**src/rtl/alu_pkg.sv**
```systemverilog
// Shared definitions for the RK16 ALU and the alu_seq multi-cycle sequencer.
// Holds the 4-bit ALU op codes, the 3-bit sequencer request ops and the counter width.
// Optional multiply support in alu_seq is selected by the ALU_SEQ_MUL_EN macro.
package alu_pkg;

  // RK16 ALU operation select codes
  typedef enum logic [3:0] {
    ALU_ADD     = 4'b0000,
    ALU_NOT     = 4'b0001,
    ALU_L_SFT   = 4'b0010,
    ALU_L_ROT   = 4'b0011,
    ALU_AND     = 4'b0100,
    ALU_XOR     = 4'b0101,
    ALU_OR      = 4'b0110,
    ALU_SUB     = 4'b0111,
    ALU_EQ      = 4'b1000,
    ALU_NEQ     = 4'b1001,
    ALU_LT      = 4'b1010,
    ALU_R_SFT_U = 4'b1100,
    ALU_R_SFT_S = 4'b1101,
    ALU_R_ROT   = 4'b1110
  } alu_sel_e;

  // Sequencer request ops; 110/111 are reserved
  typedef enum logic [2:0] {
    OP_SLL = 3'b000,
    OP_SRL = 3'b001,
    OP_SRA = 3'b010,
    OP_ROL = 3'b011,
    OP_ROR = 3'b100,
    OP_MUL = 3'b101
  } seq_op_e;

  localparam int SEQ_CNT_W = 5;

  // Single-bit ALU step used to build each multi-bit shift/rotate
  function automatic alu_sel_e shift_sel(input seq_op_e op);
    case (op)
      OP_SLL:  return ALU_L_SFT;
      OP_SRL:  return ALU_R_SFT_U;
      OP_SRA:  return ALU_R_SFT_S;
      OP_ROL:  return ALU_L_ROT;
      OP_ROR:  return ALU_R_ROT;
      default: return ALU_ADD;
    endcase
  endfunction

endpackage

```
**src/rtl/alu_seq.sv**
```systemverilog
// Sequencer driving the shared RK16 ALU: multi-bit shifts/rotates and optional shift-add MUL.
// Latency: 1+N cycles for shifts (N = count), 1+k for MUL, 1 for zero/reserved cases.
// Backpressure: result held in DONE until res_ready; no accept in the handshake cycle.
// Macro ALU_SEQ_MUL_EN enables the multiply; otherwise op 101 behaves as a reserved op.
import alu_pkg::*;

module alu_seq (
  input  logic        clk,
  input  logic        rst_n,
  input  logic        req_valid,
  output logic        req_ready,
  input  logic [2:0]  req_op,
  input  logic [15:0] req_a,
  input  logic [15:0] req_b,
  output logic        res_valid,
  input  logic        res_ready,
  output logic [15:0] res_data,
  output logic [3:0]  alu_sel,
  output logic [15:0] alu_a,
  output logic [15:0] alu_b,
  input  logic [15:0] alu_out
);

  typedef enum logic [1:0] {S_IDLE, S_RUN, S_DONE} state_e;

  state_e               state, state_nxt;
  seq_op_e              op, op_nxt;
  logic [15:0]          work, work_nxt;
  logic [SEQ_CNT_W-1:0] cnt, cnt_nxt;

`ifdef ALU_SEQ_MUL_EN
  logic [15:0]          mcand, mcand_nxt;
  logic [15:0]          q, q_nxt;
`else
  // Upper count bits only matter to the multiplier
  logic                 unused_req_b;
  assign unused_req_b = ^req_b[15:4];
`endif

  // State and datapath registers
  always_ff @(posedge clk or negedge rst_n) begin
    if (!rst_n) begin
      state <= S_IDLE;
      op    <= OP_SLL;
      work  <= '0;
      cnt   <= '0;
`ifdef ALU_SEQ_MUL_EN
      mcand <= '0;
      q     <= '0;
`endif
    end else begin
      state <= state_nxt;
      op    <= op_nxt;
      work  <= work_nxt;
      cnt   <= cnt_nxt;
`ifdef ALU_SEQ_MUL_EN
      mcand <= mcand_nxt;
      q     <= q_nxt;
`endif
    end
  end

  // Next-state and datapath update: one ALU step per RUN cycle
  always_comb begin
    state_nxt = state;
    op_nxt    = op;
    work_nxt  = work;
    cnt_nxt   = cnt;
`ifdef ALU_SEQ_MUL_EN
    mcand_nxt = mcand;
    q_nxt     = q;
`endif
    case (state)
      S_IDLE: begin
        if (req_valid) begin
          op_nxt = seq_op_e'(req_op);
          case (seq_op_e'(req_op))
            OP_SLL, OP_SRL, OP_SRA, OP_ROL, OP_ROR: begin
              work_nxt  = req_a;
              cnt_nxt   = {1'b0, req_b[3:0]};
              state_nxt = (req_b[3:0] == 4'd0) ? S_DONE : S_RUN;
            end
`ifdef ALU_SEQ_MUL_EN
            OP_MUL: begin
              work_nxt  = '0;
              mcand_nxt = req_a;
              q_nxt     = req_b;
              cnt_nxt   = 5'd16;
              state_nxt = (req_b == 16'd0) ? S_DONE : S_RUN;
            end
`endif
            default: begin
              work_nxt  = req_a;
              state_nxt = S_DONE;
            end
          endcase
        end
      end
      S_RUN: begin
        cnt_nxt = cnt - 5'd1;
`ifdef ALU_SEQ_MUL_EN
        if (op == OP_MUL) begin
          if (q[0]) work_nxt = alu_out;
          mcand_nxt = {mcand[14:0], 1'b0};
          q_nxt     = {1'b0, q[15:1]};
          // No multiplier bits left above this one means the product is complete
          if ((q[15:1] == 15'd0) || (cnt == 5'd1)) state_nxt = S_DONE;
        end else begin
          work_nxt = alu_out;
          if (cnt == 5'd1) state_nxt = S_DONE;
        end
`else
        work_nxt = alu_out;
        if (cnt == 5'd1) state_nxt = S_DONE;
`endif
      end
      S_DONE: begin
        if (res_ready) state_nxt = S_IDLE;
      end
      default: state_nxt = S_IDLE;
    endcase
  end

  // Handshake outputs and ALU drive, decoded from the current state
  always_comb begin
    req_ready = (state == S_IDLE);
    res_valid = (state == S_DONE);
    res_data  = (state == S_DONE) ? work : 16'd0;
    alu_sel   = ALU_ADD;
    alu_a     = '0;
    alu_b     = '0;
    if (state == S_RUN) begin
      alu_a = work;
`ifdef ALU_SEQ_MUL_EN
      if (op == OP_MUL) begin
        alu_sel = ALU_ADD;
        alu_b   = mcand;
      end else begin
        alu_sel = shift_sel(op);
      end
`else
      alu_sel = shift_sel(op);
`endif
    end
  end

endmodule
```
**config.mk**
```make
export PLATFORM = sky130hd
export DESIGN_NAME = alu_seq
export DESIGN_NICKNAME = d
export VERILOG_FILES = /design/src/rtl/alu_pkg.sv /design/src/rtl/alu_seq.sv
export SDC_FILE = /design/constraint.sdc
export NUM_CORES = 1
export LEC_CHECK = 0
export ABC_AREA = 0
export BUFFER_PORTS_ARGS = -buffer_cell sky130_fd_sc_hd__buf_2
export CELL_PAD_IN_SITES_DETAIL_PLACEMENT = 1
export CELL_PAD_IN_SITES_GLOBAL_PLACEMENT = 2
export CORE_MARGIN = 5
export CORE_UTILIZATION = 23
export CTS_BUF_LIST = sky130_fd_sc_hd__clkbuf_16
export CTS_CLUSTER_SIZE = 25
export DETAILED_ROUTE_END_ITERATION = 10
export PLACE_DENSITY = 0.88
export SETUP_SLACK_MARGIN = 0.1
export SYNTH_ARGS = -nofsm -noshare
export SYNTH_HDL_FRONTEND = slang
export SYNTH_SLANG_ARGS = --single-unit
export TNS_END_PERCENT = 50
```
**constraint.sdc**
```tcl
create_clock -name clk -period 1.85 [get_ports clk]
set_input_delay 0.185 -clock clk [delete_from_list [all_inputs] [get_ports clk]]
set_output_delay 0.185 -clock clk [all_outputs]
set_load 0.03 [all_outputs]
```
==> flow_summary.ini <==
[floorplan]
num_rows = 31
dieArea_sq_um = 9470
io_pins = 109
core_area_sq_um = 7330
die_w_um = 97.3
die_h_um = 97.3
start_util_pct = 23.9

[critical_path]
reg2reg_from = cnt[0]
worst_setup_path_end_kind = output pin
required_ps = 1660
critPathBufInv = 3
slowest_delay_ps = 370
arrival_ps = 1520
cpMaxStageDelayCell = dfrtp_1
worstRegToRegCells = 5
cp_top_family = buffers and inverters
cp_max_fo = 7
crit_type = flip-flop to output pin
r2r_end = cnt[4]
crit_chain = buf_6 -> nor2b_4 -> clkbuf_16 -> and2_1 -> buf_2
ff2ff_setup_slack_ps = 250
start_kind = flip-flop

[power]
sw_frac_of_total_pct = 44.8
power_frac_seq_pct = 26.8
p_int_mw = 2.22
p_switching_mw = 1.80
power.density_nw_per_um2 = 1600
leakagePower_nw = 1.27
power_mw = 4.02
clockPowerShare_pct = 11.9
comb_power_share_pct = 61.2
peakVddDrop_v = 0.000441

[timing]
slew_headroom_pct = 58.0
fin_setup_tns_ps = 0
finalWorstSetupSlack_ps = 142
rsz0062_at_grt = yes
timing.fmax_ghz = 0.585
worst_pin_slew_ps = 629
fin_crit_ps = 1710
setup_violations = 0
finalMaxSlewViolations = 0
skew_ps = 1.95
report.final.hold_viol_count = 0
period_share_pct = 92.3

[drt]
drtIter0Drc = 36
first_pass_iters = 4
drcViolationCount = 0
routed_wl_um = 5270
wl_met1_um = 2290
top_layer_used = met4
ant_nets = 0
met2_length_um = 2660
viasPerCell = 4.29
vias = 1618
wl_per_cell_um = 14.0
met3_length_um = 278

[cts]
cts_tree = done
cts_buffers = 3
h-tree-depth = 1
clk_pin_slew_ps = 70
clockBufferDepth = 2
cts.sinks = 26
root_buffer = clkbuf_16
insertion_delay_ps = 260

[hold_path]
min_to = state[1]
hp-class = input pin to flip-flop
holdPathStages = 2
hp-start = res_ready

[logic_synthesis]
syn_area_sq_um = 1750
ys_ff_latch = 26
synthCells = 189
yosysUniqueCellTypes = 38
synth.yosys.seq_area_share_pct = 37.1
yosys_warnings = 0
syn_avg_cell_area_sq_um = 9.28

[cells_and_area]
layout.cells.non_filler = 377
num-nets-final = 337
synthToLayoutAreaGrowth_pct = 43.8
fill_cells = 878
design_area_sq_um = 2520
antenna_cells = 0
drive_gt1_share_pct = 42.4

[global_routing]
grt_max_degree = 27
antenna_found_initial = 0
track_usage_pct = 10.4
gr-total-overflow = 0
grt_first_pass_wirelength_um = 8270
grt_pass1_vias = 1658

[place]
placed_area_sq_um = 2200
hpwl_um = 3880
io_buffers = 80
gp_congestion = 0.806
dp_cells = 361
dp_slack_ps = 266

[job]
cap_violations = 0

[outcome]
status = complete, no violations
## cells in the mapped netlist
cell	number	area share [%]
or2_2	1	0.36
o21ai_0	9	2.6
and3b_1	1	0.50
dfrtp_1	26	37
o22ai_2	1	0.71
nand2_1	18	3.9
o21ai_1	10	2.9
o22ai_1	2	0.71
a21oi_1	2	0.57
nor2b_1	4	1.4
o21a_1	1	0.43
conb_1	1	0.21
and2_1	32	11
o21bai_2	1	0.64
a2bb2oi_1	1	0.50
nor2_1	4	0.86
a221oi_1	3	1.5
nand2b_1	1	0.36
buf_2	2	0.57
inv_1	5	1.1
xor2_1	1	0.50
mux2i_1	17	9.7
a22o_1	1	0.50
o211a_1	1	0.57
and2b_1	1	0.43
buf_4	20	8.6
or3_1	1	0.36
buf_6	2	1.3
mux2_2	5	3.2
or4b_1	1	0.57
ha_1	2	1.4
clkbuf_1	3	0.64
or4_1	1	0.43
o22a_1	1	0.50
a31oi_1	1	0.36
nor3b_1	4	1.7
a21o_1	1	0.43
a32o_2	1	0.64
## cell type report
class / instances / area (sq um) / share of cell area, %
multi-input cells: 146 / 972 / 38.5
repair buffers: 98 / 681 / 27.0
flip-flops and latches: 26 / 652 / 25.8
well taps: 99 / 124 / 4.91
clock buffers: 3 / 75.1 / 2.98
inverters: 5 / 18.8 / 0.744
## cell families after synthesis
| kind of cell | Yosys count | synth area share [%] |
|---|---|---|
| compound gates | 36 | 13.5 |
| xor+xnor | 1 | 0.499 |
| fa+ha+maj | 2 | 1.43 |
| buf+inv | 32 | 12.1 |
| flops | 26 | 37.1 |
| mux | 22 | 12.9 |
| other cells | 1 | 0.214 |
| simple gates | 69 | 22.3 |
## power groups by stage
stage	combinational (mW)	clock [mW]	sequential, mW
6_report	2.46	0.480	1.08
5_1_grt	2.69	0.521	1.13
4_1_cts	2.12	0.501	1.09
3_5_place_dp	2.12	0	1.09
3_3_place_gp	2.06	0	1.07
2_1_floorplan	1.63	0	1.00
## worst max path at each step
stage,from,slack [ps],cells past startpoint,endpoint
6_report,state[0],140,5,alu_a[10]
5_1_grt,state[0],60,5,alu_sel[3]
4_1_cts,state[0],70,5,alu_sel[2]
3_5_place_dp,state[1],270,3,work[13]
3_3_place_gp,state[1],310,3,work[13]
2_1_floorplan,state[1],140,6,alu_sel[3]
## flip-flops by register name, indices dropped and copies added, names as in the netlist
name   flops
cnt        5
op         3
state      2
work      16
## timing repair
item | 4_1_cts | 5_1_grt
hold endpoints to repair | 26 | 0
pin swaps | 0 | 3
endpoints found under the setup margin | 22 | 35
gates cloned | 0 | 2
setup buffers | 0 | 10
gates resized for setup | 1 | 55
hold buffers | 1 | 0
## placed cells by master (no fill, tap or decap), drive strengths merged, types with 2 or more instances in the layout
cell,synthesis,routed
nor3b,4,4
mux2i,17,17
inv,5,5
dfrtp,26,26
buf,24,95
mux2,5,5
a21oi,2,2
ha,2,2
o22ai,3,3
nand2,18,18
conb,1,16
o21ai,19,19
clkbuf,3,5
nor2,4,4
and2,32,32
nor2b,4,4
a221oi,3,3
## routing by layer
metal  GRT usage, %  vias to the layer above
li1               -                      788
met1           13.5                      776
met2           18.0                       52
met3           1.51                        2
met4           2.88                        0
met5              0                        -
## through the flow
stage	hold WS, ps	utilization (%)
floorplan	-111	-
global placement	245	30.0
detailed placement	252	30.0
CTS	139	31.2
global route	146	34.4
finish	150	34.4
(Power assumes the default switching activity.)
